### src/rtl/mdio_receptor_pkg.sv
// Shared definitions for the MDIO Clause-22 frame responder.
// Frame layout (bit 0 first on the wire): ST[0:1] OP[2:3] PHYADR[4:8] REGADR[9:13]
// TA[14:15] DATA[16:31]. Header offsets below index the 16-bit header word as it
// sits in the shift register after bit 15 (bit 0 of the frame ends up at [15]).
package mdio_receptor_pkg;

    typedef enum logic [2:0] {
        StIdle,
        StHeader,
        StWrData,
        StRdData,
        StSkip
    } state_e;

    localparam logic [1:0] MdioSt     = 2'b01;
    localparam logic [1:0] MdioOpWr   = 2'b01;
    localparam logic [1:0] MdioOpRd   = 2'b10;
    localparam int unsigned MdioFrameLen = 32;

    // Bit positions within the frame, as bit_cnt values.
    localparam logic [4:0] LastAddrBit  = 5'd13;
    localparam logic [4:0] LastHdrBit   = 5'd15;
    localparam logic [4:0] FirstDataBit = 5'd16;
    localparam logic [4:0] LastBit      = 5'(MdioFrameLen - 1);

    // Field LSB offsets inside the 16-bit header word.
    localparam int unsigned HdrStLsb  = 14;
    localparam int unsigned HdrOpLsb  = 12;
    localparam int unsigned HdrPhyLsb = 7;

    // Picks the state following the header: payload phase for a well-formed frame
    // addressed to us, otherwise ride out the rest of the frame silently.
    function automatic state_e decode_header(input logic [15:0] hdr,
                                             input logic [4:0]  phy_addr);
        logic [1:0] st;
        logic [1:0] op;
        logic [4:0] phy;
        st  = hdr[HdrStLsb +: 2];
        op  = hdr[HdrOpLsb +: 2];
        phy = hdr[HdrPhyLsb +: 5];
        if (st != MdioSt || (op != MdioOpWr && op != MdioOpRd)) begin
            return StSkip;
        end else if (phy != phy_addr) begin
            return StSkip;
        end else if (op == MdioOpWr) begin
            return StWrData;
        end else begin
            return StRdData;
        end
    endfunction

endpackage

### src/rtl/mdc_edge_detect.sv
// Detects rising/falling edges of the management clock in the clk domain.
// Ports:
//   clk, reset        system clock, synchronous active-high reset
//   mdc               management clock from the generator
//   mdc_rise/mdc_fall one-clk pulses on mdc transitions
module mdc_edge_detect (
    input  logic clk,
    input  logic reset,
    input  logic mdc,
    output logic mdc_rise,
    output logic mdc_fall
);

    logic mdc_q;

    always_ff @(posedge clk) begin
        if (reset) begin
            mdc_q <= 1'b0;
        end else begin
            mdc_q <= mdc;
        end
    end

    assign mdc_rise = mdc & ~mdc_q;
    assign mdc_fall = ~mdc & mdc_q;

endmodule

### src/rtl/mdio_receptor.sv
// MDIO management-frame responder (PHY side). Decodes 32-bit Clause-22 frames
// sampled on mdc rising edges, issues register writes and serialises read data.
// Ports:
//   clk, reset  system clock, synchronous active-high reset
//   mdc         management clock from the generator
//   mdio_out    serial data from the generator
//   mdio_oe     generator drive enable (1 = generator owns the line)
//   rd_data     register-bank read data for addr
//   mdio_in     serial read data back to the generator
//   addr        decoded REGADR (held until the next header)
//   wr_data     write data (held until the next completed write)
//   wr_stb      one-clk write strobe
//   mdio_done   one-clk end-of-frame pulse for completed writes/reads
module mdio_receptor
    import mdio_receptor_pkg::*;
#(
    parameter logic [4:0] PHY_ADDR = 5'd0
) (
    input  logic        clk,
    input  logic        reset,
    input  logic        mdc,
    input  logic        mdio_out,
    input  logic        mdio_oe,
    input  logic [15:0] rd_data,
    output logic        mdio_in,
    output logic [4:0]  addr,
    output logic [15:0] wr_data,
    output logic        wr_stb,
    output logic        mdio_done
);

    logic mdc_rise;
    logic mdc_fall;

    mdc_edge_detect u_edge (
        .clk      (clk),
        .reset    (reset),
        .mdc      (mdc),
        .mdc_rise (mdc_rise),
        .mdc_fall (mdc_fall)
    );

    state_e      state_q, state_d;
    logic [4:0]  bit_cnt_q, bit_cnt_d;
    // Only 15 bits need storing: the 16th comes straight off mdio_out in rx_shift.
    logic [14:0] rx_q, rx_d;
    // Bit 15 of rd_data is driven at load time, so only the remaining 15 are kept.
    logic [14:0] tx_q, tx_d;
    logic [4:0]  addr_q, addr_d;
    logic [15:0] wr_data_q, wr_data_d;
    logic        wr_stb_q, wr_stb_d;
    logic        done_q, done_d;
    logic        mdio_in_q, mdio_in_d;
    logic [15:0] rx_shift;

    assign rx_shift = {rx_q, mdio_out};

    always_comb begin
        state_d   = state_q;
        bit_cnt_d = bit_cnt_q;
        rx_d      = rx_q;
        tx_d      = tx_q;
        addr_d    = addr_q;
        wr_data_d = wr_data_q;
        wr_stb_d  = 1'b0;
        done_d    = 1'b0;
        mdio_in_d = mdio_in_q;

        unique case (state_q)
            StIdle: begin
                mdio_in_d = 1'b0;
                if (mdc_rise && mdio_oe) begin
                    rx_d      = {14'b0, mdio_out};
                    bit_cnt_d = 5'd1;
                    state_d   = StHeader;
                end
            end
            StHeader: begin
                if (mdc_rise) begin
                    if (!mdio_oe && bit_cnt_q < LastHdrBit) begin
                        state_d   = StIdle;
                        bit_cnt_d = 5'd0;
                    end else begin
                        rx_d      = rx_shift[14:0];
                        bit_cnt_d = bit_cnt_q + 5'd1;
                        if (bit_cnt_q == LastAddrBit) begin
                            addr_d = rx_shift[4:0];
                        end
                        if (bit_cnt_q == LastHdrBit) begin
                            state_d = decode_header(rx_shift, PHY_ADDR);
                        end
                    end
                end
            end
            StWrData: begin
                if (mdc_rise) begin
                    if (!mdio_oe) begin
                        state_d   = StIdle;
                        bit_cnt_d = 5'd0;
                    end else begin
                        rx_d      = rx_shift[14:0];
                        bit_cnt_d = bit_cnt_q + 5'd1;
                        if (bit_cnt_q == LastBit) begin
                            wr_data_d = rx_shift;
                            wr_stb_d  = 1'b1;
                            done_d    = 1'b1;
                            state_d   = StIdle;
                        end
                    end
                end
            end
            StRdData: begin
                if (mdc_rise) begin
                    bit_cnt_d = bit_cnt_q + 5'd1;
                    if (bit_cnt_q == LastBit) begin
                        done_d    = 1'b1;
                        mdio_in_d = 1'b0;
                        state_d   = StIdle;
                    end
                end else if (mdc_fall) begin
                    // The fall before rise k sees bit_cnt == k; the first one loads.
                    if (bit_cnt_q == FirstDataBit) begin
                        tx_d      = rd_data[14:0];
                        mdio_in_d = rd_data[15];
                    end else begin
                        tx_d      = {tx_q[13:0], 1'b0};
                        mdio_in_d = tx_q[14];
                    end
                end
            end
            StSkip: begin
                if (mdc_rise) begin
                    bit_cnt_d = bit_cnt_q + 5'd1;
                    if (bit_cnt_q == LastBit) begin
                        state_d = StIdle;
                    end
                end
            end
            default: begin
                state_d   = StIdle;
                bit_cnt_d = 5'd0;
            end
        endcase
    end

    always_ff @(posedge clk) begin
        if (reset) begin
            state_q   <= StIdle;
            bit_cnt_q <= 5'd0;
            rx_q      <= '0;
            tx_q      <= '0;
            addr_q    <= '0;
            wr_data_q <= '0;
            wr_stb_q  <= 1'b0;
            done_q    <= 1'b0;
            mdio_in_q <= 1'b0;
        end else begin
            state_q   <= state_d;
            bit_cnt_q <= bit_cnt_d;
            rx_q      <= rx_d;
            tx_q      <= tx_d;
            addr_q    <= addr_d;
            wr_data_q <= wr_data_d;
            wr_stb_q  <= wr_stb_d;
            done_q    <= done_d;
            mdio_in_q <= mdio_in_d;
        end
    end

    assign mdio_in   = mdio_in_q;
    assign addr      = addr_q;
    assign wr_data   = wr_data_q;
    assign wr_stb    = wr_stb_q;
    assign mdio_done = done_q;

endmodule
### config.mk
export PLATFORM = sky130hd
export DESIGN_NAME = mdio_receptor
export DESIGN_NICKNAME = d
export VERILOG_FILES = /design/src/rtl/mdio_receptor_pkg.sv /design/src/rtl/mdc_edge_detect.sv /design/src/rtl/mdio_receptor.sv
export SDC_FILE = /design/constraint.sdc
export NUM_CORES = 1
export LEC_CHECK = 0
export CORE_MARGIN = 2
export CORE_UTILIZATION = 25
export CTS_CLUSTER_SIZE = 20
export DETAILED_ROUTE_END_ITERATION = 12
export GPL_ROUTABILITY_DRIVEN = 0
export GPL_TIMING_DRIVEN = 0
export HOLD_SLACK_MARGIN = 0.1
export PLACE_DENSITY_LB_ADDON = 0.08
export SYNTH_ARGS = -nofsm -noshare
export SYNTH_HDL_FRONTEND = slang
export SYNTH_SLANG_ARGS = --single-unit
### constraint.sdc
create_clock -name clk -period 2.05 [get_ports clk]
set_input_delay 0.205 -clock clk [delete_from_list [all_inputs] [get_ports clk]]
set_output_delay 0.205 -clock clk [all_outputs]
set_load 0.005 [all_outputs]
==> results.py <==
metrics = {
    "outcome": {
        "status": "finished, final reports clean",
    },
    "timing": {
        "setup_tns_ns": 0,
        "holdWs_ns": 0.454,
        "relSlewSlack": 0.476,
        "hold_viol": 0,
        "rsz0062_at_grt": "false",
        "timing.final.ws_setup_ns": 0.194,
        "clock_skew_ns": 0.0106,
        "fin_crit_ns": 1.86,
        "tightest_slew_ns": 0.781,
        "drv_slew": 0,
        "finalSetupViolations": 0,
        "period_share": 0.905,
        "fmax_mhz": 539,
    },
    "critical_path": {
        "worst-setup-path-type": "reg -> reg",
        "r2r_setup_slack_ns": 0.19,
        "startpoint_type": "flip-flop",
        "arrival_ns": 2.07,
        "worstSetupEndpointType": "flip-flop",
        "cp.required_ns": 2.26,
        "worstPathMaxFanout": 10,
    },
    "clocking": {
        "htree_levels": 3,
        "cts_root_buf": "clkbuf_16",
        "cts_made_buffers": 9,
        "cts.reportedPaths.clkPinSlew_ns": 0.06,
        "clock_path_buffers": 2,
        "clkLatencyLatePin_ns": 0.33,
        "numClockSinks": 63,
        "tritoncts": "built",
    },
    "synthesis": {
        "ys_seq_area_frac": 0.419,
        "synth_cells": 349,
        "ys_seq_elements": 63,
        "synth_cell_type_count": 45,
        "synthFlopType": "dfxtp_1",
        "syn_area_um2": 3010,
        "synth_nets": 379,
        "yosysWarnings": 0,
        "async_flop_share": 0,
        "syn_area_per_cell_um2": 8.61,
        "synth-edff-count": 0,
    },
    "drt": {
        "vias": 2596,
        "vias_per_cell": 4.69,
        "finalWirelength_um": 7840,
        "wl_met2_um": 3590,
        "drt-pass1-iter-count": 4,
        "antenna_left": 0,
        "drtIter0Drc": 84,
        "wl_met3_um": 354,
        "routedWlPerCell_um": 14.2,
        "wl_met1_um": 3820,
        "post-route-drc-count": 0,
        "top_layer": "met4",
    },
    "placed_design": {
        "dp_cells": 539,
        "pre_cts_ws_ns": -0.269,
        "placed_area_um2": 3620,
        "io_buffers": 43,
        "detailedPlacementHpwl_um": 5660,
    },
    "pwr": {
        "peakVddDrop_uv": 354,
        "power_mw": 2.88,
        "p_leak_nw": 1.33,
        "power_per_cell_area_nw_per_um2": 736,
    },
    "global_routing": {
        "grt_pass1_vias": 2524,
        "grt_overflow": 0,
        "grt_pass1_wl_um": 12900,
        "grtUsageTotal": 0.126,
        "grt_max_degree": 17,
        "antenna_found_initial": 0,
    },
    "finish": {
        "fillers": 1248,
        "nets": 431,
        "n_antenna_cell": 0,
        "layout.cells.non_filler": 553,
        "postLayoutCellArea_um2": 3900,
        "utilization": 0.329,
        "drive_gt1_frac": 0.0887,
        "area_growth_syn_to_layout_pct": 29.8,
    },
    "run": {
        "maxCapViolCount": 0,
    },
    "floorplanning": {
        "fp-row-count": 40,
        "placeableCoreArea_um2": 11900,
        "io_pins": 45,
        "die-area_um2": 12900,
        "die-height_um": 114,
        "initial_core_util": 0.253,
        "die_width_um": 114,
    },
    "min_path": {
        "min-delay-path-class": "reg -> reg",
    },
}
## kinds of logic (layout without fill, tap and decap cells)
family / after synthesis / after routing / share of synthesized area
multiplexers: 30 / 30 / 0.0999
AO/OA/AOI/OAI: 78 / 78 / 0.164
adder cells (fa/ha/maj): 9 / 9 / 0.0375
flip-flops: 63 / 63 / 0.419
AND/OR/NAND/NOR: 133 / 133 / 0.219
buffers and inverters: 35 / 92 / 0.0574
XOR/XNOR: 1 / 1 / 0.00291
## cells in the final DEF, fill, tap and decap left out, types with 2 or more instances in the layout
cell type	count
clkbuf_1	15
o32a_1	2
inv_1	10
o31a_1	2
mux2i_1	30
nand3_1	8
clkinv_4	3
nand2_1	58
and3_1	2
dfxtp_1	61
nor3_1	3
dfxtp_2	2
or2_2	3
nor2b_1	6
buf_2	4
clkbuf_16	9
clkdlybuf4s50_1	43
nor2_1	20
o2111ai_1	2
a21oi_1	27
buf_6	2
a211oi_1	16
or4_1	2
o21ai_0	16
clkinv_2	2
a211o_1	2
ha_1	8
and4bb_2	2
nand2b_1	21
## sequential cells by signal (all words and copies together), names as in the netlist
name / flops
u_edge.mdc_q: 1
state_q: 3
rx_q: 15
mdio_in: 1
bit_cnt_q: 5
wr_data: 16
tx_q: 15
wr_stb: 1
addr: 5
mdio_done: 1
## path summary, 6_finish.rpt
kind / startpoint / end / depth (start not counted)
worst min-delay path: wr_data[6] / wr_data[6] / 2
worst max register to register: u_edge.mdc_q / bit_cnt_q[3] / 7
worst min register to register: wr_data[6] / wr_data[6] / 2
worst max-delay path: u_edge.mdc_q / bit_cnt_q[3] / 7
## repair_timing
item / 4_1_cts / 5_1_grt
buffers inserted: 0 / 0
resized for setup: 4 / 4
hold buffers: 0 / 0
setup endpoints to repair: 10 / 19
## critical path, cell delays in order (launching register included)
cell and delay, ns:
dfxtp_1 0.32, inv_1 0.04, ha_1 0.21, clkbuf_1 0.24, or4_1 0.56, o31ai_2 0.17, nand2_1 0.09, o311ai_0 0.10
## synth_stat cells, types with 2 or more instances
library cell  instances  area (µm²)
o31a_1                2        17.5
nand3_1               9        45.0
and3_1                3        18.8
ha_1                  9         113
a21oi_1              27         135
dfxtp_1              63        1260
nand2_1              58         218
or2_2                 3        18.8
o2111ai_1             2        17.5
inv_1                10        37.5
nor2_1               20        75.1
o21ai_0              16        80.1
o32a_1                2        20.0
a211oi_1             16         120
a211o_1               2        17.5
mux2i_1              30         300
clkbuf_1             16        60.1
and4bb_2              2        25.0
or4_1                 2        15.0
buf_2                 4        20.0
nor3_1                3        15.0
nor2b_1               6        37.5
nand2b_1             21         131
buf_6                 2        22.5
## power by group
group	internal, mW	total (mW)	switching, mW
logic	0.101	0.219	0.118
clock network	0.824	1.41	0.588
registers	1.23	1.24	0.0116
total	2.16	2.88	0.717
## per-layer routing
| layer | up-vias | global-route usage |
|---|---|---|
| met4 | 0 | 0.0463 |
| met2 | 50 | 0.194 |
| met5 | - | 0 |
| li1 | 1325 | - |
| met1 | 1216 | 0.170 |
| met3 | 5 | 0.0345 |
## final cells by class
| class | instances | area [µm²] | area share |
|---|---|---|---|
| well taps | 147 | 184 | 0.0471 |
| repair buffers | 43 | 430 | 0.110 |
| flip-flops and latches | 63 | 1260 | 0.324 |
| clock inverters | 6 | 45.0 | 0.0115 |
| plain buffers | 23 | 128 | 0.0327 |
| inverters | 10 | 37.5 | 0.00962 |
| clock buffers | 10 | 229 | 0.0587 |
| multi-input cells | 251 | 1590 | 0.406 |
No activity file was read; power rests on OpenSTA's default activity.
